## src/rtl/led_pwm_pkg.sv

```systemverilog
// Purpose: shared types and constants for the LED palette PWM renderer.
// Latency: n/a (declarations only).
// Backpressure: n/a.
package led_pwm_pkg;

  localparam int c_pwm_steps = 255;
  localparam int c_duty_w    = 8;

  typedef enum logic {
    ST_INIT = 1'b0,
    ST_RUN  = 1'b1
  } state_t;

  // Phase offset of LED k in a group of n LEDs; k < n keeps the product below 255.
  function automatic logic [c_duty_w-1:0] stagger_offset(input int k, input int n);
    return c_duty_w'((k * (c_pwm_steps / n)) % c_pwm_steps);
  endfunction

endpackage

```

## src/rtl/led_pwm_channel.sv

```systemverilog
// Purpose: one PWM comparator, drives high while (step + offset) mod 255 < duty.
// Latency: one clock from step/duty inputs to o_pwm.
// Backpressure: none; free-running output with no handshake.
module led_pwm_channel
  import led_pwm_pkg::*;
(
  input  logic                i_clk,
  input  logic                i_srst,
  input  logic [c_duty_w-1:0] i_step,
  input  logic [c_duty_w-1:0] i_offset,
  input  logic [c_duty_w-1:0] i_duty,
  output logic                o_pwm
);

  logic [c_duty_w:0]   w_sum;
  logic [c_duty_w-1:0] w_eff_step;
  logic                r_pwm;

  // Effective step: offset added modulo the period length; step and offset are both < 255.
  always_comb begin
    w_sum      = {1'b0, i_step} + {1'b0, i_offset};
    w_eff_step = w_sum[c_duty_w-1:0];
    if (w_sum >= (c_duty_w+1)'(c_pwm_steps)) begin
      w_eff_step = c_duty_w'(w_sum - (c_duty_w+1)'(c_pwm_steps));
    end
  end

  // Registered compare; duty 0xFF is high on all 255 steps since step never reaches 255.
  always_ff @(posedge i_clk or posedge i_srst) begin
    if (i_srst) begin
      r_pwm <= 1'b0;
    end else begin
      r_pwm <= (w_eff_step < i_duty);
    end
  end

  assign o_pwm = r_pwm;

endmodule

```

## src/rtl/led_palette_pwm_renderer.sv

```systemverilog
// Purpose: 255-step PWM for RGB and single-colour LEDs, duties shadowed once per period.
// Latency: one clock from counters to eo_* outputs; duty changes take effect at the next period.
// Backpressure: none; free-running. Macro LED_PWM_STAGGER_EN staggers LED phases within each group.
module led_palette_pwm_renderer
  import led_pwm_pkg::*;
#(
  parameter int parm_color_led_count = 4,
  parameter int parm_basic_led_count = 4,
  parameter int parm_prescale_count  = 40
) (
  input  logic                                   i_clk,
  input  logic                                   i_srst,
  input  logic [c_duty_w*parm_color_led_count-1:0] i_color_led_red_value,
  input  logic [c_duty_w*parm_color_led_count-1:0] i_color_led_green_value,
  input  logic [c_duty_w*parm_color_led_count-1:0] i_color_led_blue_value,
  input  logic [c_duty_w*parm_basic_led_count-1:0] i_basic_led_lumin_value,
  output logic [parm_color_led_count-1:0]        eo_color_led_red,
  output logic [parm_color_led_count-1:0]        eo_color_led_green,
  output logic [parm_color_led_count-1:0]        eo_color_led_blue,
  output logic [parm_basic_led_count-1:0]        eo_basic_led,
  output logic                                   o_period_strobe
);

  localparam logic [15:0]         c_presc_last = 16'(parm_prescale_count - 1);
  localparam logic [c_duty_w-1:0] c_step_last  = c_duty_w'(c_pwm_steps - 1);

  state_t r_state;
  state_t w_state_nxt;
  logic   w_load;
  logic   w_step_en;

  logic [15:0]         r_presc;
  logic [c_duty_w-1:0] r_step;
  logic                r_strobe;

  logic [c_duty_w*parm_color_led_count-1:0] r_red_shadow;
  logic [c_duty_w*parm_color_led_count-1:0] r_green_shadow;
  logic [c_duty_w*parm_color_led_count-1:0] r_blue_shadow;
  logic [c_duty_w*parm_basic_led_count-1:0] r_basic_shadow;

  // Step enable fires on the terminal prescale count; only counted while running.
  assign w_step_en = (r_state == ST_RUN) && (r_presc == c_presc_last);

  // FSM state register.
  always_ff @(posedge i_clk or posedge i_srst) begin
    if (i_srst) begin
      r_state <= ST_INIT;
    end else begin
      r_state <= w_state_nxt;
    end
  end

  // FSM next state and shadow-load decision: load once on entry, then at each period wrap.
  always_comb begin
    w_state_nxt = r_state;
    w_load      = 1'b0;
    case (r_state)
      ST_INIT: begin
        w_load      = 1'b1;
        w_state_nxt = ST_RUN;
      end
      ST_RUN: begin
        w_load = w_step_en && (r_step == c_step_last);
      end
      default: begin
        w_state_nxt = ST_INIT;
      end
    endcase
  end

  // Prescale and step counters; held at zero during the init cycle.
  always_ff @(posedge i_clk or posedge i_srst) begin
    if (i_srst) begin
      r_presc <= '0;
      r_step  <= '0;
    end else if (r_state == ST_INIT) begin
      r_presc <= '0;
      r_step  <= '0;
    end else if (w_step_en) begin
      r_presc <= '0;
      r_step  <= (r_step == c_step_last) ? '0 : r_step + 1'b1;
    end else begin
      r_presc <= r_presc + 16'd1;
    end
  end

  // Shadow duties: all groups reload together so no LED sees a half-updated palette.
  always_ff @(posedge i_clk or posedge i_srst) begin
    if (i_srst) begin
      r_red_shadow   <= '0;
      r_green_shadow <= '0;
      r_blue_shadow  <= '0;
      r_basic_shadow <= '0;
    end else if (w_load) begin
      r_red_shadow   <= i_color_led_red_value;
      r_green_shadow <= i_color_led_green_value;
      r_blue_shadow  <= i_color_led_blue_value;
      r_basic_shadow <= i_basic_led_lumin_value;
    end
  end

  // Period strobe: high in the cycle following each shadow load.
  always_ff @(posedge i_clk or posedge i_srst) begin
    if (i_srst) begin
      r_strobe <= 1'b0;
    end else begin
      r_strobe <= w_load;
    end
  end

  assign o_period_strobe = r_strobe;

  for (genvar k = 0; k < parm_color_led_count; k++) begin : g_color
`ifdef LED_PWM_STAGGER_EN
    localparam logic [c_duty_w-1:0] c_offset = stagger_offset(k, parm_color_led_count);
`else
    localparam logic [c_duty_w-1:0] c_offset = '0;
`endif
    led_pwm_channel u_red (
      .i_clk    (i_clk),
      .i_srst   (i_srst),
      .i_step   (r_step),
      .i_offset (c_offset),
      .i_duty   (r_red_shadow[c_duty_w*k +: c_duty_w]),
      .o_pwm    (eo_color_led_red[k])
    );
    led_pwm_channel u_green (
      .i_clk    (i_clk),
      .i_srst   (i_srst),
      .i_step   (r_step),
      .i_offset (c_offset),
      .i_duty   (r_green_shadow[c_duty_w*k +: c_duty_w]),
      .o_pwm    (eo_color_led_green[k])
    );
    led_pwm_channel u_blue (
      .i_clk    (i_clk),
      .i_srst   (i_srst),
      .i_step   (r_step),
      .i_offset (c_offset),
      .i_duty   (r_blue_shadow[c_duty_w*k +: c_duty_w]),
      .o_pwm    (eo_color_led_blue[k])
    );
  end

  for (genvar k = 0; k < parm_basic_led_count; k++) begin : g_basic
`ifdef LED_PWM_STAGGER_EN
    localparam logic [c_duty_w-1:0] c_offset = stagger_offset(k, parm_basic_led_count);
`else
    localparam logic [c_duty_w-1:0] c_offset = '0;
`endif
    led_pwm_channel u_basic (
      .i_clk    (i_clk),
      .i_srst   (i_srst),
      .i_step   (r_step),
      .i_offset (c_offset),
      .i_duty   (r_basic_shadow[c_duty_w*k +: c_duty_w]),
      .o_pwm    (eo_basic_led[k])
    );
  end

endmodule

```

## config.mk

```make
export PLATFORM = sky130hd
export DESIGN_NAME = led_palette_pwm_renderer
export DESIGN_NICKNAME = d
export VERILOG_FILES = /design/src/rtl/led_pwm_pkg.sv /design/src/rtl/led_pwm_channel.sv /design/src/rtl/led_palette_pwm_renderer.sv
export SDC_FILE = /design/constraint.sdc
export NUM_CORES = 1
export LEC_CHECK = 0
export BUFFER_PORTS_ARGS = -buffer_cell sky130_fd_sc_hd__buf_2
export CORE_UTILIZATION = 25
export DETAILED_ROUTE_END_ITERATION = 12
export GPL_ROUTABILITY_DRIVEN = 0
export SYNTH_ARGS = -nofsm -noshare
export SYNTH_HDL_FRONTEND = slang
export SYNTH_SLANG_ARGS = --single-unit
```

## constraint.sdc

```tcl
create_clock -name i_clk -period 5.2 [get_ports i_clk]
set_input_delay 0.52 -clock i_clk [delete_from_list [all_inputs] [get_ports i_clk]]
set_output_delay 0.52 -clock i_clk [all_outputs]
set_load 0.02 [all_outputs]
```

==> results of run 1 <==
[cell type report]
cell class	instances	area (um^2)	share of cell area (%)
antenna	1	2.50	0.0223
timing repair buffer	155	836	7.44
sequential	170	4250	37.9
tap	504	631	5.61
clock inverter	15	208	1.85
multi-input combinational	628	4390	39.1
inverter	128	485	4.32
clock buffer	17	425	3.79
[flip-flops by register name, indices dropped and copies added (netlist names)]
name / cells
r_basic_shadow: 32
r_blue_shadow: 32
r_green_shadow: 32
r_red_shadow: 32
r_presc: 16
r_step: 8
g_basic.u_basic.o_pwm: 4
g_color.u_blue.o_pwm: 4
g_color.u_green.o_pwm: 4
g_color.u_red.o_pwm: 4
o_period_strobe: 1
r_state: 1
[worst register-to-register path, delay by kind of cell (launching register included)]
kind / cells / cell delay (ns)
buf+inv: 1 / 0.37
flops: 1 / 0.40
mux: 1 / 0.36
simple gates: 4 / 2.42
[metal layers]
layer | vias to the layer above | global-route usage [%]
met5 | - | 0
met4 | 2 | 4.11
met3 | 26 | 3.04
met2 | 162 | 22.2
met1 | 3467 | 18.6
li1 | 3661 | -
[cells by family after synthesis]
kind of cell / share of synthesized area (%)
mux: 1.67
buf+inv: 9.23
other cells: 0.0398
fa+ha+maj: 15.3
flops: 45.1
xor+xnor: 1.39
simple gates: 13.1
compound gates: 14.2
[cell usage in the layout, fill, tap and decap left out, drive strengths merged, types with 2 or more instances in the layout]
cell type	instances
a41oi	9
and4	2
and2	3
nor2	37
a21oi	27
nor3b	2
o21ai	158
nand2b	6
nor3	11
dfrtp	170
clkbuf	17
a221oi	4
mux2	14
xor2	9
or3	9
a211oi	8
or4	4
a31oi	11
nand3	130
bufinv	4
a2111oi	2
ha	115
and3	5
nor2b	5
nand2	19
buf	155
nand4	10
a21o	13
xnor2	6
inv	134
clkinv	4
[report_power, final]
group          total, mW  switching (mW)  leakage, nW  internal (mW)
registers           1.50          0.0418         2.07           1.46
logic              0.473           0.286         3.05          0.187
clock network       1.40           0.587        0.309          0.814
total               3.37           0.915         5.42           2.46
[synthesized netlist by cell type, drive strengths merged]
| library cell | n | area (um^2) |
|---|---|---|
| a2111oi | 2 | 17.5 |
| a211o | 1 | 8.76 |
| a211oi | 8 | 60.1 |
| a21o | 13 | 97.6 |
| a21oi | 27 | 135 |
| a221oi | 4 | 35.0 |
| a31oi | 11 | 68.8 |
| a41oi | 9 | 78.8 |
| and2 | 3 | 20.0 |
| and3 | 5 | 31.3 |
| and4 | 2 | 17.5 |
| buf | 45 | 338 |
| clkbuf | 14 | 52.6 |
| conb | 1 | 3.75 |
| dfrtp | 170 | 4250 |
| ha | 115 | 1440 |
| inv | 128 | 480 |
| mux2 | 14 | 158 |
| nand2 | 19 | 71.3 |
| nand2b | 6 | 37.5 |
| nand3 | 130 | 651 |
| nand3b | 1 | 7.51 |
| nand4 | 10 | 62.6 |
| nor2 | 37 | 139 |
| nor2b | 5 | 31.3 |
| nor3 | 11 | 55.1 |
| nor3b | 2 | 15.0 |
| nor4b | 1 | 8.76 |
| o211ai | 1 | 7.51 |
| o21ai | 158 | 791 |
| o22ai | 1 | 6.26 |
| o31ai | 1 | 12.5 |
| o32ai | 1 | 16.3 |
| or2 | 1 | 6.26 |
| or3 | 9 | 56.3 |
| or4 | 4 | 30.0 |
| xnor2 | 6 | 52.6 |
| xor2 | 9 | 78.8 |
[through the flow]
stage	area, um^2	setup slack [ns]	hold slack, ns
3_3_place_gp	10600	1.54	0.445
4_1_cts	11200	1.49	0.228
5_1_grt	11200	1.34	0.272
3_5_place_dp	10600	1.52	0.458
2_1_floorplan	9430	0.0766	0.432
6_report	11200	1.55	0.215
[how the worst max path moves through the flow]
stage	startpoint	endpoint	slack (ns)	cells after the start
2_1_floorplan	i_srst	g_basic[0].u_basic.o_pwm	0.08	1
3_3_place_gp	r_presc[14]	r_basic_shadow[8]	1.54	6
3_5_place_dp	r_presc[10]	r_basic_shadow[8]	1.52	6
4_1_cts	r_presc[10]	r_basic_shadow[8]	1.49	6
5_1_grt	r_presc[6]	r_basic_shadow[16]	1.34	6
6_report	r_presc[6]	r_basic_shadow[8]	1.55	6
==> key figures, run 1 <==
Die
  • Total core area: between 30000 and 40000 um^2
  • Die area: 38500 um^2
  • Initial Util: 25.6%
  • Die Span X: 196 um
  • Row Count: 70
  • Chip height: 196 um
  • I/O pins: roughly 150

Detailed routing
  • Post-route ant nets: 0
  • First-pass DRT Iterations: 5
  • DRT iter0 DRCs: 311
  • Top Layer Used: met5
  • Vias per cell: 4.52
  • Via count: 7318
  • DRC viols: 0
  • Drt total wl: 25500 um
  • Metal2 WL: 11600 um
  • M1 WL: 12300 um
  • Metal3 WL: ~1200 um
  • Avg WL per Cell: 15.7 um

Yosys
  • Synthesized Nets: 1230
  • Cell Area, Synth: 9430 um^2
  • Synthesized area per cell: 9.58 um^2
  • Number of synthesized register bits: 170
  • Register area share after synthesis: 45.1%
  • Synthesis warning total: 0
  • Post-Syn Instances: 985
  • Count of cell types in the netlist: 42

Setup path
  • CP max FO: 61
  • Most frequent CP cell: or4_1
  • R2R setup slack: 1.55 ns
  • Slowest CP cell: or4_1
  • Worst path arrival time: between 3 and 4 ns
  • CP peak stage delay: 0.74 ns
  • Crit path cell chain: or4_1 > or4_1 > nand2_4 > and2_4 > buf_4 > mux2_1
  • Reg2Reg Launch Point: r_presc[6]
  • Crit path required time: 5.53 ns
  • CP startpoint kind: flip-flop
  • WS Path Type: flip-flop to flip-flop
  • Buffers and inverters on the worst path: 1
  • R2r endpoint: r_basic_shadow[8]
  • Register-to-Register Path Depth: 6
  • Crit-path leading delay family: simple AND/OR/NAND/NOR gates
  • CP Capture Type: flip-flop

Clocking
  • CTS tree: done
  • Clock tree buffer depth: 2
  • Post-CTS Setup Repair Bufs: 0
  • Hold Buf Count CTS: 0
  • Htree depth: 4
  • CTS Buf Count: 17
  • Sink Count: 170
  • Clock-pin transition on the worst setup and hold timing paths: 0.07 ns
  • Clock Latency Late Sink: around 0.44 ns
  • Post-cts resize count: 0
  • Clock Tree Root: clkbuf_16

Hold path
  • Worst Hold Class: input pin to asynchronous set/reset pin

Global routing
  • Total global routing overflow: 0
  • First-pass GRT wire length: 40800 um
  • Initial antenna violation count: 3
  • Vias in the first global route: 7372
  • Largest net degree at the start of global routing: 95
  • Aggregate global-route resource usage: 13.9%

Timing
  • Crit share post-route: between 70% and 80%
  • Min Tclk post-route: between 3 and 4 ns
  • Worst-Margin Slew: 0.856 ns
  • Max Freq: 0.274 GHz
  • Final Max Tran Viols: 0
  • Rel. slew slack: approximately 43%
  • Setup repair after global routing missed its margin: false
  • Clock Skew: 0.0126 ns
  • Final Hold Fails: 0
  • Final setup violation count: 0
  • Post-route setup TNS: 0 ns

Place
  • DP HPWL: 17000 um
  • Cells after DPL: 1585
  • Port bufs: 146

Pwr
  • Worst vdd ir: 0.221 mV
  • Static leakage: 5.42 nW
  • Final Power: 3.37 mW
  • Cell Pwr Density: 300 nW/um^2

Layout
  • Nets: ~1300
  • Layout cells sized above 1: 18.1%
  • Post-Route Utilization: 30.5%
  • Finished Layout Cells: 1618
  • Area grow syn2layout: 19.1%
  • Filler cells: 3839

Job
  • # Max-Cap Violations: 0

Outcome
  • Status: completed
Power figures use the tool's default switching activity.
==> run 2: changes to the inputs <==
--- a/config.mk
+++ b/config.mk
@@ -5,6 +5,7 @@
 export SDC_FILE = /design/constraint.sdc
 export NUM_CORES = 1
 export LEC_CHECK = 0
+export ABC_AREA = 1
 export BUFFER_PORTS_ARGS = -buffer_cell sky130_fd_sc_hd__buf_2
 export CORE_UTILIZATION = 25
 export DETAILED_ROUTE_END_ITERATION = 12
==> constraint.sdc (replaced) <==
create_clock -name i_clk -period 3.59 [get_ports i_clk]
set_input_delay 0.359 -clock i_clk [delete_from_list [all_inputs] [get_ports i_clk]]
set_output_delay 0.359 -clock i_clk [all_outputs]
set_load 0.02 [all_outputs]
==> run 2 against run 1 <==
Cell area grew 2.1%. Maximum frequency grew 25%. Combinational power grew 29%. Flip-flop and latch count is the same. Routed wire length grew 2.9%. Cell count grew 17%. Via count grew 8.7%. Critical path depth grew 6. Power grew 36%. Critical path type unchanged.
==> key figures, run 2 <==
Layout
  • Fin area: 11500 um^2 (+2.1%)
  • Area grow syn2layout: 16.9%
  • Ant. Diodes: 0 (-1)
  • Layout cells sized above 1: 14.1% (-4.0 points)
  • Most common cell after layout, fill and taps aside: nand2_1
  • Post-Route Utilization: 29.7% (-0.80 points)
  • Leading cell types in the layout, fill and taps excluded: nand2_1, dfrtp_1, inv_1, buf_2, ha_1
  • Filler cells: 4181 (+8.9%)
  • Nets: 1616 (+20%)

Die
  • Total core area: 38600 um^2 (+4.8%)
  • I/O pins: 147 (unchanged)
  • Die area: 40000 um^2 (+3.9%)
  • Initial Util: 25.4% (-0.21 points)
  • Chip height: 200 um (+1.9%)
  • Die Span X: 200 um (+1.9%)
  • Row Count: 72 (+2.9%)

Timing
  • Rel. slew slack: 31.4% (-11 points)
  • Min Tclk post-route: 2.91 ns (-0.740 ns)
  • Final Max Tran Viols: 0 (unchanged)
  • Setup repair after global routing missed its margin: false
  • Crit share post-route: 81.1% (+11 points)
  • Max Freq: 0.344 GHz (+25%)
  • Post-route setup TNS: 0 ns (unchanged)
  • Worst-Margin Slew: 1.03 ns (+0.170 ns)
  • Hold Slack: 0.119 ns (-0.0968 ns)
  • Clock Skew: 0.0190 ns (+0.00644 ns)
  • Final setup violation count: 0 (unchanged)
  • Final worst setup slack: 0.679 ns (-0.870 ns)
  • Final Hold Fails: 0 (unchanged)

Global routing
  • First-pass GRT wire length: 41500 um (+1.8%)
  • Vias in the first global route: 7856 (+6.6%)
  • Total global routing overflow: 0 (unchanged)
  • Initial antenna violation count: 0 (-3)
  • Largest net degree at the start of global routing: 104 (+9.5%)
  • Aggregate global-route resource usage: 13.7% (-0.17 points)

Setup path
  • Crit-path leading delay family: buffers and inverters
  • Crit path cell chain: ha_1 > nand2_1 > nor2_4 > nand2_1 > inv_1 > nand2_1 > nand2_1 > inv_1 > ha_1 > a21oi_1 > o21ai_0 > a21oi_1
  • CP max FO: 16 (-74%)
  • Slowest CP cell: inv_1
  • WS Path Type: flip-flop to flip-flop
  • CP startpoint kind: flip-flop
  • Worst path arrival time: 3.26 ns (-0.72 ns)
  • Most frequent CP cell: nand2_1
  • CP Capture Type: flip-flop
  • Buffers and inverters on the worst path: 2 (+1)
  • CP peak stage delay: 0.65 ns (-0.09 ns)
  • Crit path required time: 3.94 ns (-1.59 ns)

Job
  • # Max-Cap Violations: 0 (unchanged)

Pwr
  • Worst vdd ir: 0.301 mV (+36%)
  • Clock share of power: 39.2% (-2.3 points)
  • Cell Pwr Density: 400 nW/um^2 (+33%)
  • Sequential power share: 47.5% (+3.1 points)
  • Combinational share of power: 13.3% (-0.7 points)
  • Switch Pwr: 1.29 mW (+41%)
  • Pint: 3.30 mW (+34%)
  • Static leakage: 6.64 nW (+22%)
  • Sw Ratio: 28.1% (+0.93 points)

Yosys
  • Count leader, synth: nand2_1
  • Synth top cells by count: nand2_1, dfrtp_1, inv_1, ha_1, a21oi_1
  • Mux share of post-synthesis cell area: 0% (-1.7 points)
  • Post-Synth Simple-Gate Area: 25.3% (+12 points)
  • Register area share after synthesis: 43.4% (-1.7 points)
  • Area contributors post-synth: dfrtp_1, nand2_1, ha_1
  • Synth Area in Compound Gates: 4.96% (-9.2 points)
  • Adder-Cell Fraction of Synth Area: 14.7% (-0.58 points)
  • Top cell type's share of synthesized area: 43.4% (-1.7 points)
  • Largest family of logic cells by synthesized area: simple AND/OR/NAND/NOR gates
  • Main flop type after synthesis: dfrtp_1
  • Post-synth EDFFs: 0 (unchanged)
  • Post-synth top area cell: dfrtp_1
  • Post-Syn Instances: 1245 (+26%)
  • Count of cell types in the netlist: 25 (-40%)
  • Synth Area in XOR/XNOR: 0.804% (-0.59 points)
  • Cell Area, Synth: 9800 um^2 (+3.9%)
  • Post-synth ARST share: 100% (unchanged)
  • Synthesis warning total: 0 (unchanged)
  • Synthesized Nets: 1490 (+21%)
  • Number of synthesized register bits: 170 (unchanged)
  • Synthesized area per cell: 7.87 um^2 (-18%)

Clocking
  • CTS Buf Count: 17 (unchanged)
  • Clock Latency Late Sink: 0.44 ns (about the same)
  • CTS tree: done
  • Clock tree buffer depth: 2 (unchanged)
  • Htree depth: 4 (unchanged)
  • Sink Count: 170 (unchanged)
  • Post-CTS Setup Repair Bufs: 0 (unchanged)
  • Clock Tree Root: clkbuf_16
  • Clock-pin transition on the worst setup and hold timing paths: 0.08 ns (about the same)

Detailed routing
  • DRC viols: 0 (unchanged)
  • Via count: 7954 (+8.7%)
  • Avg WL per Cell: 13.8 um (-12%)
  • Drt total wl: 26200 um (+2.9%)
  • First-pass DRT Iterations: 4 (-1)
  • Post-route ant nets: 0 (unchanged)
  • DRT iter0 DRCs: 331 (+6.4%)
  • Vias per cell: 4.18 (-7.5%)

Outcome
  • Status: completed

Place
  • DP Area: 10900 um^2 (+2.8%)
  • DP HPWL: 18500 um (+8.8%)
  • Port bufs: 146 (unchanged)
  • Dpl ws: 0.693 ns (-0.826 ns)

Hold path
  • Worst Hold Class: input pin to flip-flop
## run 2: routing by layer
| layer | part of all wire, % | up-vias | global-route usage, % | wire [um] |
|---|---|---|---|---|
| li1 | - | 4075 | - | - |
| met5 | 0 | - | 0 | 0 |
| met3 | 3.8 | 18 | 2.34 | 996 |
| met4 | 1.3 | 0 | 4.01 | 350 |
| met2 | 48 | 161 | 23.0 | 12500 |
| met1 | 47 | 3700 | 17.9 | 12300 |
## run 2: power groups by stage
stage          Combinational (mW)  Clock, mW  Sequential, mW
2_1_floorplan               0.438          0            2.19
6_report                    0.611       1.80            2.18
5_1_grt                     0.730       1.93            2.20
4_1_cts                     0.628       1.85            2.18
3_3_place_gp                0.598          0            2.21
3_5_place_dp                0.621          0            2.21
## run 2: repair_timing
action,4_1_cts,5_1_grt
endpoints found under the hold margin,1,0
gates resized for setup,0,0
hold buffers,1,0
## run 2: logic make-up after synthesis
kind of cell    Yosys count
compound gates           96
flops                   170
simple gates            635
xor+xnor                  9
buf+inv                 219
other cells               1
fa+ha+maj               115
## run 2: path summary, 6_finish.rpt
check	from	endpoint	slack [ns]	cells past startpoint
min in group asynchronous	i_srst	o_period_strobe	0.38	3
max in group asynchronous	i_srst	r_green_shadow[27]	2.46	4
setup / recovery	r_step[0]	g_color[1].u_red.o_pwm	0.68	12
hold / removal	i_basic_led_lumin_value[9]	r_basic_shadow[9]	0.12	3
hold reg to reg	r_presc[0]	r_presc[0]	0.46	1
setup reg to reg	r_step[0]	g_color[1].u_red.o_pwm	0.68	12
## run 2: layout make-up
type	count	area, um^2	share of cell area [%]
Clock inverter	12	115	1.00
Sequential cell	170	4250	37.1
Timing Repair Buffer	154	831	7.25
Inverter	172	649	5.66
Tap cell	518	648	5.65
Clock buffer	19	443	3.86
Multi-Input combinational cell	856	4520	39.5
## run 2: worst reg2reg max path: stages (launching register included)
cell and delay (ns):
dfrtp_1 0.43, ha_1 0.25, nand2_1 0.11, nor2_4 0.05, nand2_1 0.15, inv_1 0.16, nand2_1 0.14, nand2_1 0.06
inv_1 0.65, ha_1 0.42, a21oi_1 0.17, o21ai_0 0.11, a21oi_1 0.15
## run 2: metrics by stage
stage	total power, mW	instances
finish	4.59	1901
global route	4.86	1901
global placement	2.81	1869
floorplan	2.63	1245
CTS	4.65	1901
detailed placement	2.83	1869
==> run 3: changes to the inputs <==
--- a/config.mk
+++ b/config.mk
@@ -5,7 +5,7 @@
 export SDC_FILE = /design/constraint.sdc
 export NUM_CORES = 1
 export LEC_CHECK = 0
-export ABC_AREA = 1
+export ABC_AREA = 0
 export BUFFER_PORTS_ARGS = -buffer_cell sky130_fd_sc_hd__buf_2
 export CORE_UTILIZATION = 25
 export DETAILED_ROUTE_END_ITERATION = 12
==> constraint.sdc (replaced) <==
create_clock -name i_clk -period 2.9 [get_ports i_clk]
set_input_delay 0.29 -clock i_clk [delete_from_list [all_inputs] [get_ports i_clk]]
set_output_delay 0.29 -clock i_clk [all_outputs]
set_load 0.02 [all_outputs]
==> run 3 against run 2 <==
Largest cell class unchanged. Highest routed layer unchanged. Cell count is 14% lower. Cell area hardly changed. Sequential power is 23% higher. Critical path type unchanged. Maximum frequency is 7.8% higher.
==> key figures, run 3 (same netlist as run 1, synthesis figures left out) <==
Timing
  • Post-route setup TNS: 0 ns (unchanged)
  • Max Freq: 0.370 GHz (+7.8%)
  • Setup repair after global routing missed its margin: false
  • Final Max Tran Viols: 0 (unchanged)
  • Crit share post-route: 93.1% (+12 points)
  • Final setup violation count: 0 (unchanged)
  • Min Tclk post-route: 2.70 ns (-0.211 ns)
  • Clock Skew: 0.00841 ns (-0.0106 ns)
  • Worst-Margin Slew: 0.858 ns (-0.168 ns)
  • Final Hold Fails: 0 (unchanged)
  • Rel. slew slack: 42.7% (+11 points)

Setup path
  • WS Path Type: flip-flop to flip-flop
  • CP startpoint kind: flip-flop
  • Crit path cell chain: or4_1 > or4_1 > nand2_4 > buf_12 > nand3_1 > o21ai_1
  • Crit path required time: 3.25 ns (-0.69 ns)
  • CP max FO: 128 (+112)
  • CP Capture Type: flip-flop
  • CP peak stage delay: 0.62 ns (-0.03 ns)
  • Worst path arrival time: 3.05 ns (-0.21 ns)
  • R2R setup slack: 0.20 ns (-0.48 ns)
  • Most frequent CP cell: or4_1
  • Slowest CP cell: or4_1

Job
  • # Max-Cap Violations: 0 (unchanged)

Detailed routing
  • DRC viols: 0 (unchanged)
  • Top Layer Used: met4
  • Metal3 WL: 904 um (-9.2%)
  • M1 WL: 13000 um (+6.0%)
  • Avg WL per Cell: 15.9 um (+15%)
  • First-pass DRT Iterations: 5 (+1)
  • Vias per cell: 4.53 (+8.2%)
  • Metal2 WL: 11900 um (-5.3%)
  • Drt total wl: 26100 um (-0.15%)
  • Post-route ant nets: 0 (unchanged)
  • Via count: 7442 (-6.4%)
  • DRT iter0 DRCs: 314 (-5.1%)

Pwr
  • Worst vdd ir: 0.348 mV (+15%)
  • Cell Pwr Density: 517 nW/um^2 (+29%)
  • Final Power: 5.92 mW (+29%)
  • Static leakage: 5.55 nW (-16%)

Die
  • Initial Util: 25.6% (+0.21 points)
  • Die area: 38500 um^2 (-3.8%)
  • Row Count: 70 (-2.8%)
  • Total core area: 36900 um^2 (-4.6%)
  • Die Span X: 196 um (-1.9%)
  • Chip height: 196 um (-1.9%)
  • I/O pins: 147 (unchanged)

Clocking
  • Sink Count: 170 (unchanged)
  • Clock Latency Late Sink: 0.43 ns (about the same)
  • Clock tree buffer depth: 2 (unchanged)
  • Post-CTS Setup Repair Bufs: 0 (unchanged)
  • CTS Buf Count: 17 (unchanged)
  • CTS tree: done
  • Hold Buf Count CTS: 0 (-1)
  • Clock-pin transition on the worst setup and hold timing paths: 0.07 ns (about the same)
  • Clock Tree Root: clkbuf_16
  • Post-cts resize count: 0 (unchanged)
  • Htree depth: 4 (unchanged)

Global routing
  • First-pass GRT wire length: 41200 um (-0.83%)
  • Total global routing overflow: 0 (unchanged)
  • Largest net degree at the start of global routing: 129 (+24%)
  • Vias in the first global route: 7415 (-5.6%)
  • Aggregate global-route resource usage: 14.1% (+0.37 points)
  • Initial antenna violation count: 1 (+1)

Place
  • Port bufs: 146 (unchanged)
  • DP HPWL: 18500 um (about the same)
  • DP Area: 10800 um^2 (-0.44%)

Layout
  • Fin area: 11500 um^2 (about the same)
  • Nets: 1371 (-15%)
  • Most common cell after layout, fill and taps aside: dfrtp_1
  • Layout cells sized above 1: 19.9% (+5.8 points)
  • Leading cell types in the layout, fill and taps excluded: dfrtp_1, buf_2, nand3_1, inv_1, o21ai_1
  • Area grow syn2layout: 21.5%

Outcome
  • Status: completed

Hold path
  • Worst Hold Class: input pin to asynchronous set/reset pin
==> run 3: changes by cell type in the layout (fill, tap and decap cells not counted), sizes merged, moves of 6 or more <==
| cell | delta |
|---|---|
| nand3 | +102 |
| a31oi | +10 |
| a21o | +12 |
| nor2 | -13 |
| o21ai | +132 |
| inv | -48 |
| a41oi | +9 |
| mux2 | +14 |
| a21oi | -40 |
| a211oi | +8 |
| or3 | +9 |
| nand2 | -519 |
| buf | +28 |
| nand2b | +6 |
==> run 3: critical path, delay by kind of cell (launching register included) <==
family	cells	cell delay (ns)
AND/OR/NAND/NOR	4	1.58
buffers and inverters	1	0.46
AO/OA/AOI/OAI	1	0.15
flip-flops	1	0.40
==> run 3: worst paths after layout <==
check / startpoint / end / cells past startpoint
setup / recovery: r_presc[6] / r_blue_shadow[31] / 6
hold / removal: i_srst / o_period_strobe / 2
setup reg to reg: r_presc[6] / r_blue_shadow[31] / 6
hold reg to reg: r_presc[0] / r_presc[0] / 1
max in group asynchronous: i_srst / r_basic_shadow[9] / 3
min in group i_clk: i_basic_led_lumin_value[24] / r_basic_shadow[24] / 2
==> run 3: cell type report <==
| cell class | instances | area, um^2 |
|---|---|---|
| tap | 504 | 631 |
| inverter | 128 | 484 |
| antenna | 1 | 2.50 |
| clock buffer | 23 | 478 |
| timing repair buffer | 181 | 1100 |
| clock inverter | 9 | 115 |
| sequential | 170 | 4250 |
| fill | 3861 | 25400 |
| multi-input combinational | 628 | 4390 |
==> run 3: metal layers <==
metal | vias up | GRT usage (%)
li1 | 3709 | -
met1 | 3578 | 19.8
met2 | 138 | 22.0
met3 | 17 | 2.46
met4 | 0 | 3.88
met5 | - | 0
==> run 3: stage by stage <==
| step | std cells | utilization [%] | worst slack, ns | hold slack (ns) |
|---|---|---|---|---|
| 2_1_floorplan | 985 | - | 0.0189 | 0.425 |
| 3_3_place_gp | 1611 | 29.4 | 0.278 | 0.454 |
| 3_5_place_dp | 1611 | 29.4 | 0.183 | 0.471 |
| 4_1_cts | 1643 | 31.0 | 0.165 | 0.0387 |
| 5_1_grt | 1643 | 31.1 | 0.0106 | 0.0601 |
| 6_report | 1644 | 31.1 | 0.200 | 0.0189 |
==> run 3: where the power goes <==
group	switching [mW]	internal, mW	leakage (nW)
combinational	0.536	0.354	3.20
clock	1.00	1.34	0.284
sequential	0.0753	2.61	2.07
total	1.61	4.31	5.55
